--- src/rtl/envelope_vca.sv ---
// Per-voice ADSR envelope generator with a two-stage VCA on the oscillator sample.
// Optional macro ENVELOPE_EXP_RELEASE_EN: level-proportional decay/release steps.
module envelope_vca #(
  parameter int BITDEPTH = 14,
  parameter int ACCBITS  = 16
) (
  input  logic                sample_clock,
  input  logic                reset,
  input  logic                gate,
  input  logic [7:0]          attack_rate,
  input  logic [7:0]          decay_rate,
  input  logic [7:0]          sustain_level,
  input  logic [7:0]          release_rate,
  input  logic [BITDEPTH-1:0] audio_in,
  output logic [BITDEPTH-1:0] audio_out,
  output logic [7:0]          envelope,
  output logic                active
);

  localparam logic [BITDEPTH-1:0] MIDPOINT = BITDEPTH'((1 << (BITDEPTH-1)) - 1);
  localparam logic [ACCBITS-1:0]  ACC_MAX  = '1;
  localparam logic [ACCBITS:0]    ACC_MAX_W = {1'b0, ACC_MAX};
  localparam int                  PW       = BITDEPTH + 10;

  typedef enum logic [2:0] {IDLE, ATTACK, DECAY, SUSTAIN, RELEASE} state_t;

  state_t               state_q;
  logic [ACCBITS-1:0]   acc_q;
  logic                 gate_q;
  logic signed [PW-1:0] prod_q, prod_d;
  logic [BITDEPTH-1:0]  audio_out_q, audio_out_d;

  logic                 rise, fall;
  logic [ACCBITS:0]     acc_w, a_step, d_step, r_step;
  logic [ACCBITS:0]     attack_sum, target_w, decay_lim;

  function automatic logic [ACCBITS:0] lin_step(input logic [7:0] rate);
    return {{(ACCBITS-7){1'b0}}, rate} + (ACCBITS+1)'(1);
  endfunction

`ifdef ENVELOPE_EXP_RELEASE_EN
  function automatic logic [ACCBITS:0] exp_step(input logic [7:0] level, input logic [7:0] rate);
    logic [17:0] p;
    p = ({10'd0, level} + 18'd1) * ({10'd0, rate} + 18'd1);
    return (ACCBITS+1)'(p >> 4) + (ACCBITS+1)'(1);
  endfunction

  assign d_step = exp_step(acc_q[ACCBITS-1 -: 8], decay_rate);
  assign r_step = exp_step(acc_q[ACCBITS-1 -: 8], release_rate);
`else
  assign d_step = lin_step(decay_rate);
  assign r_step = lin_step(release_rate);
`endif

  assign a_step     = lin_step(attack_rate);
  assign acc_w      = {1'b0, acc_q};
  assign attack_sum = acc_w + a_step;
  assign target_w   = {1'b0, sustain_level, {(ACCBITS-8){1'b0}}};
  assign decay_lim  = target_w + d_step;

  assign rise = gate & ~gate_q;
  assign fall = ~gate & gate_q;

  // Retrigger keeps the current level so a new note never clicks.
  always_ff @(posedge sample_clock or posedge reset) begin
    if (reset) begin
      state_q <= IDLE;
      acc_q   <= '0;
      gate_q  <= 1'b0;
    end else begin
      gate_q <= gate;
      if (rise) begin
        state_q <= ATTACK;
      end else if (fall && (state_q == ATTACK || state_q == DECAY || state_q == SUSTAIN)) begin
        state_q <= RELEASE;
      end else begin
        case (state_q)
          IDLE: acc_q <= '0;
          ATTACK: begin
            if (attack_sum >= ACC_MAX_W) begin
              acc_q   <= ACC_MAX;
              state_q <= DECAY;
            end else begin
              acc_q <= attack_sum[ACCBITS-1:0];
            end
          end
          DECAY: begin
            if (acc_w <= decay_lim) begin
              acc_q   <= target_w[ACCBITS-1:0];
              state_q <= SUSTAIN;
            end else begin
              acc_q <= acc_q - d_step[ACCBITS-1:0];
            end
          end
          SUSTAIN: acc_q <= target_w[ACCBITS-1:0];
          RELEASE: begin
            if (acc_w <= r_step) begin
              acc_q   <= '0;
              state_q <= IDLE;
            end else begin
              acc_q <= acc_q - r_step[ACCBITS-1:0];
            end
          end
          default: begin
            acc_q   <= '0;
            state_q <= IDLE;
          end
        endcase
      end
    end
  end

  assign envelope = acc_q[ACCBITS-1 -: 8];
  assign active   = (state_q != IDLE);

  logic signed [BITDEPTH:0] centered;
  logic signed [PW-1:0]     cen_x, env_x, shifted;

  assign centered = $signed({1'b0, audio_in}) - $signed({1'b0, MIDPOINT});
  assign cen_x    = PW'(centered);
  assign env_x    = PW'($signed({1'b0, envelope}));
  assign prod_d   = cen_x * env_x;
  // Floor shift keeps the scaled sample inside the unsigned range.
  assign shifted     = prod_q >>> 8;
  assign audio_out_d = BITDEPTH'(shifted + $signed(PW'(MIDPOINT)));

  always_ff @(posedge sample_clock or posedge reset) begin
    if (reset) begin
      prod_q      <= '0;
      audio_out_q <= MIDPOINT;
    end else begin
      prod_q      <= prod_d;
      audio_out_q <= audio_out_d;
    end
  end

  assign audio_out = audio_out_q;

endmodule

--- config.mk ---
export PLATFORM = sky130hd
export DESIGN_NAME = envelope_vca
export DESIGN_NICKNAME = d
export VERILOG_FILES = /design/src/rtl/envelope_vca.sv
export SDC_FILE = /design/constraint.sdc
export NUM_CORES = 1
export LEC_CHECK = 0
export BUFFER_PORTS_ARGS = -buffer_cell sky130_fd_sc_hd__buf_4
export CELL_PAD_IN_SITES_DETAIL_PLACEMENT = 1
export CELL_PAD_IN_SITES_GLOBAL_PLACEMENT = 1
export CORE_MARGIN = 5
export CORE_UTILIZATION = 26
export DETAILED_ROUTE_END_ITERATION = 7
export PLACE_DENSITY = 0.58
export SYNTH_ARGS = -nofsm -noshare
export SYNTH_HDL_FRONTEND = slang
export SYNTH_SLANG_ARGS = --single-unit
--- constraint.sdc ---
create_clock -name sample_clock -period 5.3 [get_ports sample_clock]
set_input_delay 0.53 -clock sample_clock [delete_from_list [all_inputs] [get_ports sample_clock]]
set_output_delay 0.53 -clock sample_clock [all_outputs]
set_load 0.01 [all_outputs]
==> out/qor.csv, run 1 <==
stage,metric,value,unit
status,status,"finished, final reports clean",
power_and_ir_drop,worst vdd ir,0.000120,V
detailed_routing,1st-iter DRT viols,340,
floorplan,I/O Pins,72,
logic_synthesis,commonest cells in the netlist,"inv_1 (152), nand2_1 (103), fa_1 (93), ha_1 (79), nor2_1 (56)",
cts,worst-skew pair later-pin latency,300,ps
logic_synthesis,leading area contributor after synthesis,fa_1,
logic_synthesis,post-synth top area share,21.8,%
logic_synthesis,Post-Syn Instances,1002,
critical_path,worst-path maximum fanout,4,
cts,H-Tree Depth,2,
final_layout,fin util,32.8,%
cts,TritonCTS clock tree,done,
critical_path,critical path class,in -> reg,
detailed_routing,DR vias/cell,4.68,
critical_path,"Req. time, crit path",5490,ps
final_layout,antenna cell count,0,
logic_synthesis,Mean Syn Cell Area,8.51,um^2
global_route,All-Layer GR Usage,14.4,%
final_layout,layout net count,1356,
detailed_routing,Final ANT Viol Nets,0,
logic_synthesis,YS warnings,0,
power_and_ir_drop,Total Power Consumption,1.55,mW
sta,WHS,355,ps
cts,root buf cell,clkbuf_16,
sta,Final Cycle Share,99.4,%
sta,RSZ-0062 raised after global routing,yes,
global_route,GRT overflow,0,
flow_run,max-cap viol count,0,
detailed_routing,First-pass DRT Iterations,4,
cts,Max Root-Sink Buffers,2,
detailed_routing,vias,7382,
sta,worst clock skew,7.16,ps
detailed_routing,Wirelength per Cell,16.8,um
logic_synthesis,async set or reset register ratio after synthesis,100,%
floorplan,Chip Height,191,um
floorplan,Die ar.,36500,um^2
sta,normalized max-slew margin,40.9,%
detailed_routing,Post-Route WL,26500,um
floorplan,die width,191,um
power_and_ir_drop,Static Leak,5.10,nW
detailed_routing,drc violations,0,
logic_synthesis,Seq cells post-synth,48,
global_route,largest net degree at the start of global routing,49,
final_layout,synthesis-to-layout area growth,24.9,%
global_route,initial antenna violation count,0,
critical_path,Worst Path Arrival,5460,ps
logic_synthesis,"Seq/Total Area, Yosys",14.3,%
logic_synthesis,"count leader, synth",inv_1,
sta,Achievable Freq,190,MHz
final_layout,Layout fillers,3793,
logic_synthesis,count of cell types in the netlist,75,
placed_design,port bufs,71,
sta,min Tclk post-route,5270,ps
sta,worst-margin pin slew,884,ps
placed_design,RD Place Congestion,0.848,
placed_design,dpl hpwl,21700,um
hold_path,worst hold path class,in -> reg,
floorplan,# rows,66,
logic_synthesis,Mapped Area,8520,um^2
logic_synthesis,Synth area leaders,"fa_1 (22%), ha_1 (12%), dfrtp_1 (10%)",
sta,Setup Viol. Count Final,0,
power_and_ir_drop,Cell Pwr Density,146,nW/um^2
critical_path,CP Capture Type,register,
logic_synthesis,"EDFF count, synth",0,
critical_path,startpoint class of the critical path,input port,
floorplan,Core Box Area,32500,um^2
logic_synthesis,main flop type after synthesis,dfrtp_1,
hold_path,Hold Crit Depth,1,
global_route,number of global-route vias before repair,7523,
cts,Clock Sinks,48,
sta,Slew Limit Fails,0,
critical_path,Worst Reg-to-Reg Cells,17,
cts,"CTS clk-pin slew, worst paths",70,ps
global_route,global-route wire length before repair,41700,um
floorplan,initial core utilization,26.3,%
sta,Final Hold Violating Endpoints,0,
final_layout,layout cells sized above 1,23.1,%
logic_synthesis,syn_nets,1223,
cts,CTS buffer count,5,
==> power by group <==
part,switching (mW),internal (mW),total [mW]
logic,0.417,0.330,0.747
registers,0.0361,0.435,0.471
clock network,0.147,0.188,0.335
total,0.600,0.953,1.55
==> placed cells by master (no fill, tap or decap), drive strengths merged, types with 4 or more instances in the layout <==
cell,netlist,layout
a221o,4,4
a21oi,36,36
nand3,30,30
nand2b,15,15
o21ai,31,31
nor2,57,57
nand4,11,11
a21o,9,9
dfstp,13,13
o21a,6,6
clkbuf,21,6
nor2b,7,7
o211ai,11,11
fa,93,93
o31ai,4,4
or3,9,9
nor4,6,6
and3,7,7
dfrtp,35,35
ha,79,79
nor3,18,18
inv,152,152
a211oi,6,6
or2,6,6
xor2,40,40
a211o,4,4
buf,18,165
a31oi,8,8
and2,50,50
nand2,103,103
o221ai,5,5
o22ai,9,9
xnor2,50,50
nand3b,4,4
==> final timing paths <==
check                                            from                     end  slack [ps]
worst max-delay path                      audio_in[3]    prod_q[21]$_DFF_PP0_          30
max in group asynchronous                       reset    acc_q[1]$_DFFE_PP0P_        4450
worst max register to register  acc_q[10]$_DFFE_PP0P_    prod_q[21]$_DFF_PP0_         310
min in group asynchronous                       reset     prod_q[8]$_DFF_PP0_         400
worst min register to register   prod_q[17]$_DFF_PP0_  audio_out[9]$_DFF_PP1_         430
worst min-delay path                             gate        gate_q$_DFF_PP0_         360
==> sequential cells by signal (all words and copies together), names as in the netlist <==
register,count
acc_q,16
audio_out,14
prod_q,14
state_q,3
gate_q,1
==> metal layers <==
| layer | part of all wire, % | vias up | wire length, um | GRT usage [%] |
|---|---|---|---|---|
| met1 | 49 | 3706 | 13000 | 21.0 |
| met5 | 0 | - | 0 | 0 |
| met2 | 46 | 88 | 12300 | 23.0 |
| li1 | - | 3568 | - | - |
| met3 | 2.9 | 20 | 782 | 1.77 |
| met4 | 1.5 | 0 | 390 | 3.04 |
==> logic make-up after synthesis <==
| group | after synthesis | share of synthesized area [%] |
|---|---|---|
| mux | 4 | 0.484 |
| flops | 48 | 14.3 |
| xor+xnor | 90 | 9.25 |
| buf+inv | 191 | 9.23 |
| simple gates | 338 | 20.3 |
| fa+ha+maj | 172 | 33.4 |
| compound gates | 159 | 13.0 |
==> metrics by stage <==
| step | setup WS (ps) | cells | cell area, um^2 | setup TNS [ps] |
|---|---|---|---|---|
| 6_report | 29.9 | 1578 | 10600 | 0 |
| 5_1_grt | -174 | 1578 | 10600 | -384 |
| 4_1_cts | 7.88 | 1567 | 10300 | 0 |
| 3_5_place_dp | -476 | 1554 | 10100 | -1970 |
| 3_3_place_gp | -381 | 1554 | 10100 | -1330 |
| 2_1_floorplan | 0.508 | 1002 | 8600 | 0 |
==> critical path, cell delays in order <==
cell and delay, ps:
buf_6 70, and3_4 220, and3_4 230, nand3_4 100, buf_4 150, xnor2_2 160
buf_4 160, nand2_2 60, fa_1 540, inv_2 60, fa_1 490, inv_1 50
fa_1 480, fa_1 490, inv_1 40, ha_2 310, nand4_1 100, a211oi_2 280
a21oi_4 110, a311oi_4 280, o31a_1 200, o21a_1 150, nor2_2 50, xnor2_1 110
==> cell type report <==
| cell class | count | area (um^2) | share of cell area (%) |
|---|---|---|---|
| clock inverters | 2 | 15.0 | 0.141 |
| inverters | 152 | 573 | 5.38 |
| well taps | 442 | 553 | 5.19 |
| flip-flops and latches | 48 | 1220 | 11.4 |
| repair buffers | 165 | 1260 | 11.8 |
| clock buffers | 6 | 139 | 1.30 |
| multi-input cells | 763 | 6890 | 64.7 |
==> what timing repair did <==
| action | 4_1_cts | 5_1_grt |
|---|---|---|
| endpoints found under the setup margin | 3 | 7 |
| setup buffers | 5 | 12 |
| gates resized for setup | 13 | 48 |
| pin swaps | 8 | 49 |
| hold buffers | 0 | 0 |
No activity file was read; power rests on OpenSTA's default activity.
==> inputs of run 2 (changes only) <==
--- a/config.mk
+++ b/config.mk
@@ -11,7 +11,8 @@
 export CORE_MARGIN = 5
 export CORE_UTILIZATION = 26
 export DETAILED_ROUTE_END_ITERATION = 7
-export PLACE_DENSITY = 0.58
+export HOLD_SLACK_MARGIN = 0.06
+export PLACE_DENSITY = 0.57
 export SYNTH_ARGS = -nofsm -noshare
 export SYNTH_HDL_FRONTEND = slang
 export SYNTH_SLANG_ARGS = --single-unit
==> constraint.sdc (replaced) <==
create_clock -name sample_clock -period 4.75 [get_ports sample_clock]
set_input_delay 0.475 -clock sample_clock [delete_from_list [all_inputs] [get_ports sample_clock]]
set_output_delay 0.475 -clock sample_clock [all_outputs]
set_load 0.01 [all_outputs]
==> run 2 against run 1 <==
  * The run now ends with negative setup slack left
  * Via count rose by 1.6%
  * First-iteration DRC count fell by 12%
  * Register-to-register slack got worse by 400 ps
  * Global-route usage rose by 0.46 points
  * Utilization rose by 1.3 points
  * Combinational power rose by 15%
  * Critical path depth did not move
  * Count of clock-buffer cells in the layout did not move
  * Non-clock buffer count rose by 38
  * Sequential share of layout area fell by 0.45 points
  * Wire length rose by 1.0%
  * Sequential power rose by 12%
==> out/qor.csv, run 2 (synthesis results as in run 1) <==
stage,metric,value,unit
sta,Slew Limit Fails,0,
global_route,initial antenna violation count,0,
sta,Final WS setup,-403,ps
cts,worst-skew pair later-pin latency,300,ps
detailed_routing,1st-iter DRT viols,300,
status,status,finished with violations,
critical_path,critical path cell sequence,buf_6 > and3_4 > and3_4 > nand3_4 > nor3_4 > xnor2_2 > nand2_1 > fa_1 > inv_1 > fa_1 > fa_1 > inv_1 > fa_1 > inv_2 > ha_4 > nand4_1 > a211oi_2 > a21oi_4 > buf_6 > buf_6 > a31o_4 > o21bai_4 > a21oi_2 > xnor2_1,
final_layout,layout net count,1394,
final_layout,most frequent cells in the layout,"buf_4 (191), inv_1 (145), nand2_1 (97)",
placed_design,RD Place Congestion,0.842,
sta,normalized max-slew margin,54.8,%
floorplan,Core Box Area,32500,um^2
global_route,global-route wire length before repair,43500,um
cts,Max Root-Sink Buffers,2,
critical_path,CP Capture Type,register,
critical_path,Worst Reg-to-Reg Cells,18,
critical_path,critical path class,in -> reg,
critical_path,Worst path max stage delay,540,ps
global_route,largest net degree at the start of global routing,49,
sta,WHS,306,ps
detailed_routing,drc violations,0,
cts,Clock Sinks,48,
cts,"CTS clk-pin slew, worst paths",70,ps
sta,Final Hold Violating Endpoints,0,
final_layout,fin util,34.2,%
floorplan,I/O Pins,72,
critical_path,worst setup path endpoint,prod_q[18]$_DFF_PP0_,
final_layout,synthesis-to-layout area growth,30.0,%
sta,Achievable Freq,194,MHz
global_route,number of global-route vias before repair,8048,
detailed_routing,Final ANT Viol Nets,0,
final_layout,layout cells sized above 1,26.7,%
flow_run,max-cap viol count,0,
hold_path,worst hold path class,in -> reg,
critical_path,Worst Path Arrival,5340,ps
detailed_routing,DR vias/cell,4.64,
sta,Setup Viol. Count Final,8,
global_route,GRT overflow,0,
power_and_ir_drop,worst vdd ir,0.000107,V
status,failing checks,negative setup slack,
power_and_ir_drop,Cell Pwr Density,164,nW/um^2
critical_path,Most common cell on crit path,fa_1,
final_layout,Largest Register,acc_q,
sta,min Tclk post-route,5150,ps
critical_path,reg-to-reg setup timing slack,-90,ps
detailed_routing,Post-Route WL,26800,um
critical_path,reg2reg end,prod_q[21]$_DFF_PP0_,
cts,H-Tree Depth,2,
final_layout,fin cells,1616,
floorplan,initial core utilization,26.3,%
sta,worst clock skew,7.45,ps
critical_path,reg-to-reg startpoint,acc_q[13]$_DFFE_PP0P_,
detailed_routing,Wirelength per Cell,16.6,um
placed_design,Placed Cells,1590,
detailed_routing,vias,7499,
placed_design,dpl hpwl,22600,um
sta,Post-Route Setup TNS,-2150,ps
critical_path,crit path from,audio_in[3],
cts,root buf cell,clkbuf_16,
sta,Final Cycle Share,108,%
placed_design,port bufs,71,
floorplan,die width,191,um
detailed_routing,First-pass DRT Iterations,4,
floorplan,Chip Height,191,um
sta,RSZ-0062 raised after global routing,yes,
final_layout,max reg flops,16,
critical_path,startpoint class of the critical path,input port,
floorplan,Die ar.,36500,um^2
final_layout,"most common cell after layout, fill and taps aside",buf_4,
floorplan,# rows,66,
cts,CTS buffer count,5,
critical_path,"Req. time, crit path",4940,ps
critical_path,slowest CP cell,fa_1,
sta,worst-margin pin slew,678,ps
critical_path,worst-path maximum fanout,4,
cts,TritonCTS clock tree,done,
global_route,All-Layer GR Usage,14.9,%
power_and_ir_drop,Static Leak,5.33,nW
final_layout,antenna cell count,0,
## run 2: final cells by class
cell class	instances	area, um^2
multi-input cells	763	6990
clock inverters	2	38.8
repair buffers	203	1580
flip-flops and latches	48	1220
well taps	442	553
clock buffers	6	139
fillers	3807	21400
inverters	152	573
## run 2: repair_timing
| item | in CTS | in global routing |
|---|---|---|
| pin swaps | 20 | 20 |
| endpoints found under the setup margin | 7 | 12 |
| gates resized for setup | 21 | 25 |
| gates cloned | 0 | 0 |
| buffers inserted | 11 | 8 |
| hold buffers | 0 | 0 |
## run 2: worst max-delay path, delay by kind of cell
family          cells  cell delay [ps]
fa+ha+maj           5             2270
compound gates      5              810
simple gates        6             1030
xor+xnor            2              310
buf+inv             6              460
## run 2: worst min-delay path by stage
stage          cells after the start                       to            startpoint  slack, ps
5_1_grt                            1         gate_q$_DFF_PP0_                  gate        300
6_report                           1         gate_q$_DFF_PP0_                  gate        310
3_5_place_dp                       1   audio_out[9]$_DFF_PP1_  prod_q[17]$_DFF_PP0_        420
2_1_floorplan                      1   audio_out[9]$_DFF_PP1_  prod_q[17]$_DFF_PP0_        400
3_3_place_gp                       1  audio_out[11]$_DFF_PP1_  prod_q[19]$_DFF_PP0_        420
4_1_cts                            1         gate_q$_DFF_PP0_                  gate        300
## run 2: stage by stage
| stage | setup WS [ps] | instance area [um^2] | power [mW] |
|---|---|---|---|
| 6_report | -403 | 11100 | 1.81 |
| 5_1_grt | -661 | 11100 | 1.95 |
| 4_1_cts | -412 | 10900 | 1.83 |
| 3_5_place_dp | -740 | 10500 | 1.37 |
| 3_3_place_gp | -679 | 10500 | 1.36 |
| 2_1_floorplan | -332 | 8820 | 1.05 |
## run 2: per-layer routing
metal  up-vias  routed length [um]  track usage, %
met2       102               12900            24.6
met4         0                 268            2.54
met1      3740               12900            21.5
met3        16                 711            1.24
li1       3641                   -               -
met5         -                   0               0
## run 2: power by group
group          total (mW)  leakage, nW  internal (mW)  switching [mW]
registers           0.527        0.617          0.486          0.0412
clock network       0.428       0.0871          0.264           0.164
logic               0.858         4.62          0.385           0.473
==> inputs of run 3 (changes only) <==
==> config.mk (replaced) <==
export PLATFORM = sky130hd
export DESIGN_NAME = envelope_vca
export DESIGN_NICKNAME = d
export VERILOG_FILES = /design/src/rtl/envelope_vca.sv
export SDC_FILE = /design/constraint.sdc
export NUM_CORES = 1
export LEC_CHECK = 0
export BUFFER_PORTS_ARGS = -buffer_cell sky130_fd_sc_hd__buf_4
export CORE_MARGIN = 5
export CORE_UTILIZATION = 26
export DETAILED_ROUTE_END_ITERATION = 7
export HOLD_SLACK_MARGIN = 0.06
export PLACE_DENSITY = 0.48
export SYNTH_ARGS = -nofsm -noshare
export SYNTH_HDL_FRONTEND = slang
export SYNTH_SLANG_ARGS = --single-unit
==> run 3 against run 2 <==
  * The run still ends with negative setup slack left
  * Clock power down 15%
  * Hold slack better by 30 ps
  * Clock skew up 5.3 ps
  * Via count down 4.7%
==> out/qor.csv, run 3 (synthesis results as in run 1) <==
stage,metric,value,unit
status,status,finished with violations,
status,failing checks,negative setup slack,
critical_path,critical path cell sequence,buf_6 > and3_4 > and3_4 > nand3_4 > nor3_4 > xnor2_2 > nand2_1 > fa_1 > inv_1 > fa_1 > fa_1 > inv_1 > fa_1 > inv_2 > ha_4 > nand4_1 > a211oi_2 > a21oi_2 > a311oi_2 > o31a_1 > o21a_1 > nor2_2 > xnor2_1,
sta,worst clock skew,12.8,ps
cts,Clock Sinks,48,
placed_design,dpl cell area,10500,um^2
detailed_routing,1st-iter DRT viols,335,
floorplan,# rows,66,
power_and_ir_drop,Comb power frac,48.2,%
power_and_ir_drop,Static Leak,5.21,nW
cts,Max Root-Sink Buffers,2,
critical_path,Worst path top cell family by delay,adder cells,
final_layout,layout cells sized above 1,24.8,%
critical_path,critical path class,in -> reg,
critical_path,worst-path maximum fanout,4,
floorplan,I/O Pins,72,
cts,"Hold-fix buffers, CTS",0,
critical_path,Worst path max stage delay,540,ps
cts,TritonCTS clock tree,done,
critical_path,slowest CP cell,fa_1,
global_route,All-Layer GR Usage,13.0,%
placed_design,dpl hpwl,20100,um
critical_path,startpoint class of the critical path,input port,
final_layout,multi-input combinational cell area,6920,um^2
final_layout,"most common cell after layout, fill and taps aside",buf_4,
power_and_ir_drop,Switching Share,37.3,%
floorplan,initial core utilization,26.3,%
floorplan,Chip Height,191,um
cts,worst-skew pair later-pin latency,290,ps
power_and_ir_drop,worst vdd ir,0.000122,V
global_route,largest net degree at the start of global routing,49,
hold_path,worst hold path class,in -> reg,
sta,Setup Viol. Count Final,5,
flow_run,max-cap viol count,0,
final_layout,fin util,33.4,%
floorplan,Core Box Area,32500,um^2
cts,CTS buffer count,5,
final_layout,Largest Register,acc_q,
sta,worst-margin pin slew,1000,ps
global_route,number of global-route vias before repair,7319,
critical_path,"Req. time, crit path",4920,ps
final_layout,synthesis-to-layout area growth,27.3,%
floorplan,Die ar.,36500,um^2
detailed_routing,DR vias/cell,4.47,
critical_path,Buffers & Inverters on Critical Path,4,
sta,Achievable Freq,197,MHz
cts,root buf cell,clkbuf_16,
cts,"CTS clk-pin slew, worst paths",70,ps
critical_path,Worst Path Arrival,5240,ps
power_and_ir_drop,Cell Pwr Density,158,nW/um^2
critical_path,Most common cell on crit path,fa_1,
detailed_routing,Post-Route WL,23600,um
placed_design,port bufs,71,
detailed_routing,vias,7144,
floorplan,die width,191,um
final_layout,antenna cell count,0,
final_layout,Final Instance Area,10900,um^2
final_layout,Layout fillers,3429,
sta,Slew Limit Fails,0,
cts,H-Tree Depth,2,
sta,normalized max-slew margin,33.2,%
sta,Final Cycle Share,107,%
final_layout,sequential standard cell area,1220,um^2
power_and_ir_drop,Total Power Consumption,1.71,mW
global_route,global-route wire length before repair,38800,um
detailed_routing,Final ANT Viol Nets,0,
power_and_ir_drop,part of the power in registers,30.7,%
placed_design,dpl ws,-675,ps
detailed_routing,First-pass DRT Iterations,5,
sta,RSZ-0062 raised after global routing,yes,
placed_design,RD Place Congestion,0.855,
final_layout,most frequent cells in the layout,"buf_4 (173), inv_1 (145), nand2_1 (99)",
sta,min Tclk post-route,5070,ps
global_route,initial antenna violation count,0,
detailed_routing,drc violations,0,
final_layout,max reg flops,16,
power_and_ir_drop,clock network power share,21.2,%
global_route,GRT overflow,0,
power_and_ir_drop,sw power,0.638,mW
sta,Final Hold Violating Endpoints,0,
critical_path,CP Capture Type,register,
sta,Final WS setup,-318,ps
final_layout,layout net count,1375,
power_and_ir_drop,Internal,1.07,mW
detailed_routing,Wirelength per Cell,14.8,um
run 3: cell types whose count changed in the layout (fill, tap and decap cells not counted), sizes merged:
cell and delta:
buf -19, bufinv -1, clkinv -1, inv +2
run 3: layout make-up:
type                            count  share of cell area [%]
Clock buffer                        6                    1.28
Sequential cell                    48                    11.2
Multi-Input combinational cell    763                    63.8
Timing Repair Buffer              184                    13.3
Tap cell                          442                    5.10
Clock inverter                      2                   0.115
Inverter                          152                    5.26
run 3: power groups by stage:
stage	Sequential [mW]	Clock (mW)	Combinational, mW
2_1_floorplan	0.537	0	0.513
6_report	0.525	0.362	0.824
5_1_grt	0.532	0.390	0.921
3_3_place_gp	0.535	0	0.809
4_1_cts	0.527	0.379	0.831
3_5_place_dp	0.535	0	0.814
run 3: final timing paths:
check	from	endpoint	slack, ps	depth (start not counted)
worst min register to register	prod_q[17]$_DFF_PP0_	audio_out[9]$_DFF_PP1_	420	1
min in group asynchronous	reset	audio_out[13]$_DFF_PP0_	450	2
max in group asynchronous	reset	acc_q[7]$_DFFE_PP0P_	3690	2
worst max register to register	acc_q[10]$_DFFE_PP0P_	prod_q[19]$_DFF_PP0_	-90	17
worst max-delay path	audio_in[3]	prod_q[21]$_DFF_PP0_	-320	23
worst min-delay path	gate	gate_q$_DFF_PP0_	340	1
run 3: timing repair:
item / CTS / global route
gates resized for setup: 23 / 9
setup buffers: 7 / 4
endpoints found under the setup margin: 7 / 12
pin swaps: 26 / 19
run 3: per-layer routing:
| metal | track usage [%] | share of wire (%) | vias up |
|---|---|---|---|
| met5 | 0 | 0 | - |
| met4 | 2.07 | 0.90 | 0 |
| met3 | 1.10 | 3.1 | 14 |
| met2 | 19.9 | 43 | 120 |
| met1 | 20.2 | 53 | 3393 |
| li1 | - | - | 3617 |
run 3: worst reg2reg max path, cell delays in order (launching register included):
cell      delay, ps
dfrtp_1         610
nand2_2         120
fa_1            560
inv_2            50
fa_1            500
inv_1            50
fa_1            470
inv_1            50
fa_1            440
ha_1            320
a211o_1         260
a211o_1         250
a21oi_2         210
a311oi_2        130
buf_4           150
buf_4           120
nor4_1          320
nor2_2           90
run 3: through the flow:
step           std cells  TNS [ps]  hold WS, ps
3_5_place_dp        1578     -4670          418
4_1_cts             1593      -933          321
3_3_place_gp        1578     -3850          418
2_1_floorplan       1002      -929          399
6_report            1597     -1150          335
5_1_grt             1597     -3330          323
